[src/rtl/mmio_pkg.sv]
// Shared register map and CTRL bit positions for the MMIO/UART bridge.
package mmio_pkg;

  localparam logic [7:0] OFF_CTRL   = 8'h00;
  localparam logic [7:0] OFF_RX     = 8'h04;
  localparam logic [7:0] OFF_TX     = 8'h08;
  localparam logic [7:0] OFF_CYCLE  = 8'h10;
  localparam logic [7:0] OFF_INSTR  = 8'h14;
  localparam logic [7:0] OFF_CNTRST = 8'h18;

  localparam int CTRL_TX_NOT_FULL  = 0;
  localparam int CTRL_RX_NOT_EMPTY = 1;
  localparam int CTRL_TX_OVF       = 2;
  localparam int CTRL_RX_OVF       = 3;

endpackage

[src/rtl/sync_fifo.sv]
// Synchronous FIFO with extra-MSB pointers. A push while full is still
// accepted when a pop happens in the same cycle (the slot frees up).
module sync_fifo #(
  parameter int WIDTH = 8,
  parameter int DEPTH = 8
) (
  input  logic             clk,
  input  logic             rst,
  input  logic             push,
  input  logic             pop,
  input  logic [WIDTH-1:0] din,
  output logic [WIDTH-1:0] dout,
  output logic             full,
  output logic             empty
);
  localparam int AW = $clog2(DEPTH);

  logic [AW:0]      wr_ptr_q, wr_ptr_d, rd_ptr_q, rd_ptr_d;
  logic [WIDTH-1:0] mem_q [DEPTH];
  logic             push_ok, pop_ok;

  // Status flags, qualified push/pop and next pointers.
  always_comb begin
    empty    = (wr_ptr_q == rd_ptr_q);
    full     = (wr_ptr_q[AW] != rd_ptr_q[AW]) &&
               (wr_ptr_q[AW-1:0] == rd_ptr_q[AW-1:0]);
    pop_ok   = pop && !empty;
    push_ok  = push && (!full || pop_ok);
    wr_ptr_d = push_ok ? wr_ptr_q + 1'b1 : wr_ptr_q;
    rd_ptr_d = pop_ok  ? rd_ptr_q + 1'b1 : rd_ptr_q;
  end

  assign dout = mem_q[rd_ptr_q[AW-1:0]];

  // Pointer registers; reset discards all buffered entries.
  always_ff @(posedge clk) begin
    if (rst) begin
      wr_ptr_q <= '0;
      rd_ptr_q <= '0;
    end else begin
      wr_ptr_q <= wr_ptr_d;
      rd_ptr_q <= rd_ptr_d;
    end
  end

  // Storage write; contents only matter between the pointers.
  always_ff @(posedge clk) begin
    if (push_ok) mem_q[wr_ptr_q[AW-1:0]] <= din;
  end

endmodule

[src/rtl/mmio_uart_bridge.sv]
// MMIO responder for the 0x8xxx_xxxx window: UART TX/RX FIFOs, sticky
// overflow flags, cycle/instruction counters, 1-cycle registered read data.
module mmio_uart_bridge
  import mmio_pkg::*;
#(
  parameter int         TX_DEPTH    = 8,
  parameter int         RX_DEPTH    = 8,
  parameter logic [3:0] MMIO_NIBBLE = 4'h8
) (
  input  logic        clk,
  input  logic        rst,
  input  logic        req_valid,
  input  logic        req_we,
  input  logic [31:0] req_addr,
  input  logic [31:0] req_wdata,
  input  logic [3:0]  req_wmask,
  output logic [31:0] rsp_rdata,
  input  logic        inst_retire,
  output logic [7:0]  tx_data,
  output logic        tx_valid,
  input  logic        tx_ready,
  input  logic [7:0]  rx_data,
  input  logic        rx_valid,
  output logic        rx_ready
);
  logic [7:0]  off;
  logic        rd_hit, wr_hit;
  logic        tx_push, tx_pop, tx_full, tx_empty;
  logic        rx_pop, rx_full, rx_empty;
  logic [7:0]  tx_head, rx_head;
  logic        ctrl_clr, cnt_rst, tx_ovf_set, rx_ovf_set;
  logic        tx_ovf_q, tx_ovf_d, rx_ovf_q, rx_ovf_d;
  logic [31:0] cycle_cnt_q, cycle_cnt_d, instr_cnt_q, instr_cnt_d;
  logic [31:0] rsp_rdata_q, rsp_rdata_d;
  logic        unused_bits;

  assign unused_bits = ^{req_addr[27:8], req_addr[1:0], req_wdata[31:8], req_wmask[3:1]};

  // Decode the request and derive FIFO controls and flag/counter updates.
  always_comb begin
    off        = {req_addr[7:2], 2'b00};
    rd_hit     = req_valid && (req_addr[31:28] == MMIO_NIBBLE) && !req_we;
    wr_hit     = req_valid && (req_addr[31:28] == MMIO_NIBBLE) && req_we;
    rx_pop     = rd_hit && (off == OFF_RX);
    tx_push    = wr_hit && (off == OFF_TX) && req_wmask[0];
    tx_pop     = !tx_empty && tx_ready;
    ctrl_clr   = wr_hit && (off == OFF_CTRL) && req_wmask[0];
    cnt_rst    = wr_hit && (off == OFF_CNTRST);
    tx_ovf_set = tx_push && tx_full && !tx_pop;
    // A full RX FIFO is never empty, so rx_pop here is a real pop.
    rx_ovf_set = rx_valid && rx_full && !rx_pop;
    tx_ovf_d   = (tx_ovf_q && !ctrl_clr) || tx_ovf_set;
    rx_ovf_d   = (rx_ovf_q && !ctrl_clr) || rx_ovf_set;
    cycle_cnt_d = cnt_rst ? 32'h0 : cycle_cnt_q + 32'h1;
    instr_cnt_d = cnt_rst ? 32'h0 : instr_cnt_q + {31'h0, inst_retire};
  end

  // Read mux, sampled from pre-update state in the request cycle.
  always_comb begin
    rsp_rdata_d = '0;
    if (rd_hit) begin
      case (off)
        OFF_CTRL: begin
          rsp_rdata_d[CTRL_TX_NOT_FULL]  = !tx_full;
          rsp_rdata_d[CTRL_RX_NOT_EMPTY] = !rx_empty;
          rsp_rdata_d[CTRL_TX_OVF]       = tx_ovf_q;
          rsp_rdata_d[CTRL_RX_OVF]       = rx_ovf_q;
        end
        OFF_RX:    if (!rx_empty) rsp_rdata_d = {24'h0, rx_head};
        OFF_CYCLE: rsp_rdata_d = cycle_cnt_q;
        OFF_INSTR: rsp_rdata_d = instr_cnt_q;
        default:   rsp_rdata_d = '0;
      endcase
    end
  end

  // Counters, sticky flags and the registered response.
  always_ff @(posedge clk) begin
    if (rst) begin
      tx_ovf_q    <= 1'b0;
      rx_ovf_q    <= 1'b0;
      cycle_cnt_q <= '0;
      instr_cnt_q <= '0;
      rsp_rdata_q <= '0;
    end else begin
      tx_ovf_q    <= tx_ovf_d;
      rx_ovf_q    <= rx_ovf_d;
      cycle_cnt_q <= cycle_cnt_d;
      instr_cnt_q <= instr_cnt_d;
      rsp_rdata_q <= rsp_rdata_d;
    end
  end

  assign rsp_rdata = rsp_rdata_q;
  assign tx_valid  = !tx_empty;
  assign tx_data   = tx_empty ? 8'h0 : tx_head;
  assign rx_ready  = 1'b1;

  sync_fifo #(.WIDTH(8), .DEPTH(TX_DEPTH)) u_tx_fifo (
    .clk(clk), .rst(rst), .push(tx_push), .pop(tx_pop), .din(req_wdata[7:0]),
    .dout(tx_head), .full(tx_full), .empty(tx_empty)
  );

  sync_fifo #(.WIDTH(8), .DEPTH(RX_DEPTH)) u_rx_fifo (
    .clk(clk), .rst(rst), .push(rx_valid), .pop(rx_pop), .din(rx_data),
    .dout(rx_head), .full(rx_full), .empty(rx_empty)
  );

endmodule

[config.mk]
export PLATFORM = sky130hd
export DESIGN_NAME = mmio_uart_bridge
export DESIGN_NICKNAME = d
export VERILOG_FILES = /design/src/rtl/mmio_pkg.sv /design/src/rtl/sync_fifo.sv /design/src/rtl/mmio_uart_bridge.sv
export SDC_FILE = /design/constraint.sdc
export NUM_CORES = 1
export LEC_CHECK = 0
export BUFFER_PORTS_ARGS = -buffer_cell sky130_fd_sc_hd__buf_2
export CORE_MARGIN = 2
export CORE_UTILIZATION = 58
export DETAILED_ROUTE_END_ITERATION = 12
export GPL_ROUTABILITY_DRIVEN = 1
export MAX_ROUTING_LAYER = met4
export PLACE_DENSITY = 0.8
export SYNTH_ARGS = -nofsm -noshare
export SYNTH_HDL_FRONTEND = slang
export SYNTH_HIERARCHICAL = 1
export SYNTH_SLANG_ARGS = --single-unit
[constraint.sdc]
create_clock -name clk -period 3.3 [get_ports clk]
set_clock_uncertainty 0.05 [all_clocks]
set_input_delay 0.165 -clock clk [delete_from_list [all_inputs] [get_ports clk]]
set_output_delay 0.165 -clock clk [all_outputs]
set_load 0.02 [all_outputs]
==> impl_metrics.yaml <==
placement:
  dp.cells: 1100
  io_buffers: 74
  place_congestion: 0.807
  dpl.hpwl_um: 13500
finish:
  finalNonFillerCells: 1166
  final_cell_mix: "edfxtp_1, dfxtp_1, nor2_1, buf_2, a21oi_1"
  final_common_cell: "edfxtp_1"
  final_util_pct: 69.1
  finalNetCount: 1011
  drive_gt1_share_pct: 21.8
  syn2layout_area_growth_pct: 16.0
setup_path:
  reg2reg_depth: 6
  startpoint: "instr_cnt_q[0]$_SDFF_PP0_"
  path_delay_family: "simple AND/OR/NAND/NOR gates"
  path_max_fanout: 19
  critPathBufInv: 0
  cp-end-kind: "flop"
  reg2reg_slack_ps: 710
  crit_arrival_ps: 2990
  max_stage_delay_ps: 830
  path_cells: "ha_1 > ha_1 > nand2_1 > or4_1 > or4_1 > a21oi_1"
  required_ps: 3690
  crit_type: "reg -> reg"
  timing.rr.end: "instr_cnt_q[22]$_SDFF_PP0_"
  rr_startpoint: "instr_cnt_q[0]$_SDFF_PP0_"
  crit_slowest_cell: "or4_1"
  cp-start-kind: "flop"
sta:
  hold_violations: 0
  max_freq_mhz: 386
  worst_pin_slew_ps: 1080
  max-slew-margin-rel_pct: 27.9
  hold_ws_ps: 65.9
  post-route-period-util_pct: 78.6
  tns_ps: 0
  rsz0062_at_grt: "no"
  fin_crit_ps: 2590
  slew_violations: 0
  setup_violations: 0
floorplan:
  die_h_um: 138
  io_pins: 125
  die_w_um: 138
  coreArea_mm2: 0.0174
  dieArea_mm2: 0.0189
  rows: 48
  start_util_pct: 59.6
pwr:
  p_sw_share_pct: 19.9
  p_leak_nw: 4.04
  p_int_mw: 5.01
  switching_power_mw: 1.25
  p_per_area_mw_per_mm2: 522
  clkPwrFrac_pct: 45.0
  comb_power_share_pct: 2.7
  peakVddDrop_v: 0.000526
  p_seq_share_pct: 52.4
global_route:
  overflow: 0
  grtUsageTotal_pct: 23.3
  grt_max_degree: 35
  antenna_found_initial: 2
  grt_pass1_wl_um: 33300
  first_global_vias: 6441
detailed_routing:
  drc: 0
  dr_total_vias: 6894
  wl_per_cell_um: 18.1
  drt_iter0_drc: 705
  wl_um: 21100
  dr_wl_met2_um: 10300
  wl_met3_um: 1120
  postRouteAntennaNets: 0
  wirelength_met1_um: 9300
  routed_via_density: 5.91
  drt_pre_antenna_iters: 6
  top_layer_used: "met4"
cts:
  cts_buffers: 25
  cts.path.max_buffers: 3
  post_cts_buffers: 0
  path_clk_slew_ps: 60
  ctsHtreeMaxLevel: 1
  clock_latency_ps: 530
  root_buffer: "clkbuf_16"
  cts_tree: "done"
  cts.sink_count: 248
synth:
  seq_area_frac_synth_pct: 60.4
  synth_cell_types: 52
  synthesis.nets: 913
  synthCells: 823
  synth-seq-cells: 248
  syn_area_mm2: 0.0103
  synth.avg_cell_area_um2: 12.6
  async_reset_ff_share_pct: 0
  synth-edff-count: 128
  synth_flop_cell: "edfxtp_1"
  yosysWarningCount: 6
flow_run:
  maxCapViolations: 0
hold_path:
  whs_endpoint: "u_rx_fifo/rd_ptr_q[0]$_SDFFE_PP0P_"
  hold_start: "rst"
  min_path_cells: 2
  hold_path.class: "in -> reg"
run_status:
  status: "finished, final reports clean"
[worst reg2reg max path: stages (launching register included)]
cell,delay [ps]
dfxtp_1,340
ha_1,180
ha_1,220
nand2_1,130
or4_1,830
or4_1,610
a21oi_1,150
[cells by family after synthesis]
group                    after synthesis  synth area share (%)
multiplexers                          59                  9.83
adder cells (fa/ha/maj)                7                 0.847
XOR/XNOR                              35                  2.97
buffers and inverters                 67                  3.01
AO/OA/AOI/OAI                        136                  8.62
AND/OR/NAND/NOR                      270                  14.3
other                                  1                0.0363
flip-flops                           248                  60.4
[through the flow]
| step | setup WS, ps | area [µm²] | power, mW |
|---|---|---|---|
| finish | 707 | 12000 | 6.26 |
| global route | 508 | 12000 | 6.44 |
| CTS | 714 | 12000 | 6.31 |
| detailed placement | 730 | 11000 | 3.49 |
| global placement | 724 | 11000 | 3.49 |
| floorplan | 594 | 10300 | 3.42 |
[what timing repair did]
| action | 4_1_cts | 5_1_grt |
|---|---|---|
| hold endpoints to repair | 135 | 0 |
| gates resized for setup | 0 | 0 |
| hold buffers | 19 | 0 |
[synth_stat cells, drive strengths merged, types with 3 or more instances]
master	n	share of area, %
a22oi	27	2.0
dfxtp	120	23
o21ai	25	1.2
nand3	28	1.4
mux4	32	7.0
xor2	16	1.4
ha	7	0.85
nor2	74	2.7
or3	19	1.1
and4	9	0.76
and3	11	0.67
inv	18	0.65
nand2	28	1.0
mux2i	7	0.68
mux2	20	2.2
a222oi	4	0.39
and2	4	0.24
or4	25	1.8
nor3	14	0.68
nand4	21	1.4
xnor2	19	1.6
nor2b	16	0.97
a21oi	43	2.2
o31ai	23	1.7
nor4	4	0.30
edfxtp	128	37
buf	24	1.5
clkbuf	25	0.91
nor3b	3	0.22
nand2b	7	0.42
[cell type report]
cell class,count,area [µm²]
antenna,2,5.00
clock buffer,34,711
timing repair buffer,120,776
tap,225,282
fill,1236,5360
inverter,18,67.6
clock inverter,11,126
multi-input combinational,508,3780
sequential,248,6250
[power groups by stage]
stage / clock network (mW) / logic, mW / registers (mW)
2_1_floorplan: 0 / 0.0832 / 3.34
3_3_place_gp: 0 / 0.143 / 3.35
3_5_place_dp: 0 / 0.148 / 3.35
4_1_cts: 2.86 / 0.168 / 3.28
5_1_grt: 2.98 / 0.186 / 3.28
6_report: 2.82 / 0.167 / 3.28
[flip-flops by register name, summed over array words and instances, names as in the netlist, named ones only]
signal and cells:
u_rx_fifo/wr_ptr_q 4, cycle_cnt_q 32, u_tx_fifo/mem_q 64, tx_ovf_q 1, instr_cnt_q 32, u_tx_fifo/rd_ptr_q 4
u_rx_fifo/rd_ptr_q 4, rsp_rdata 32, u_tx_fifo/wr_ptr_q 4, rx_ovf_q 1, u_rx_fifo/mem_q 64
[metal layers]
metal	GRT usage (%)	up-vias
li1	-	3332
met1	31.5	3330
met2	37.5	200
met3	3.27	32
met4	6.01	0
met5	-	-
[how the worst max path moves through the flow]
stage	end	slack (ps)	cells past startpoint
3_3_place_gp	u_rx_fifo/mem_q[0][3]$_DFFE_PP_	720	7
4_1_cts	instr_cnt_q[22]$_SDFF_PP0_	710	6
6_report	instr_cnt_q[22]$_SDFF_PP0_	710	6
3_5_place_dp	u_rx_fifo/mem_q[0][5]$_DFFE_PP_	730	7
2_1_floorplan	u_rx_fifo/mem_q[0][0]$_DFFE_PP_	590	5
5_1_grt	instr_cnt_q[22]$_SDFF_PP0_	510	6
Power figures use the tool's default switching activity.
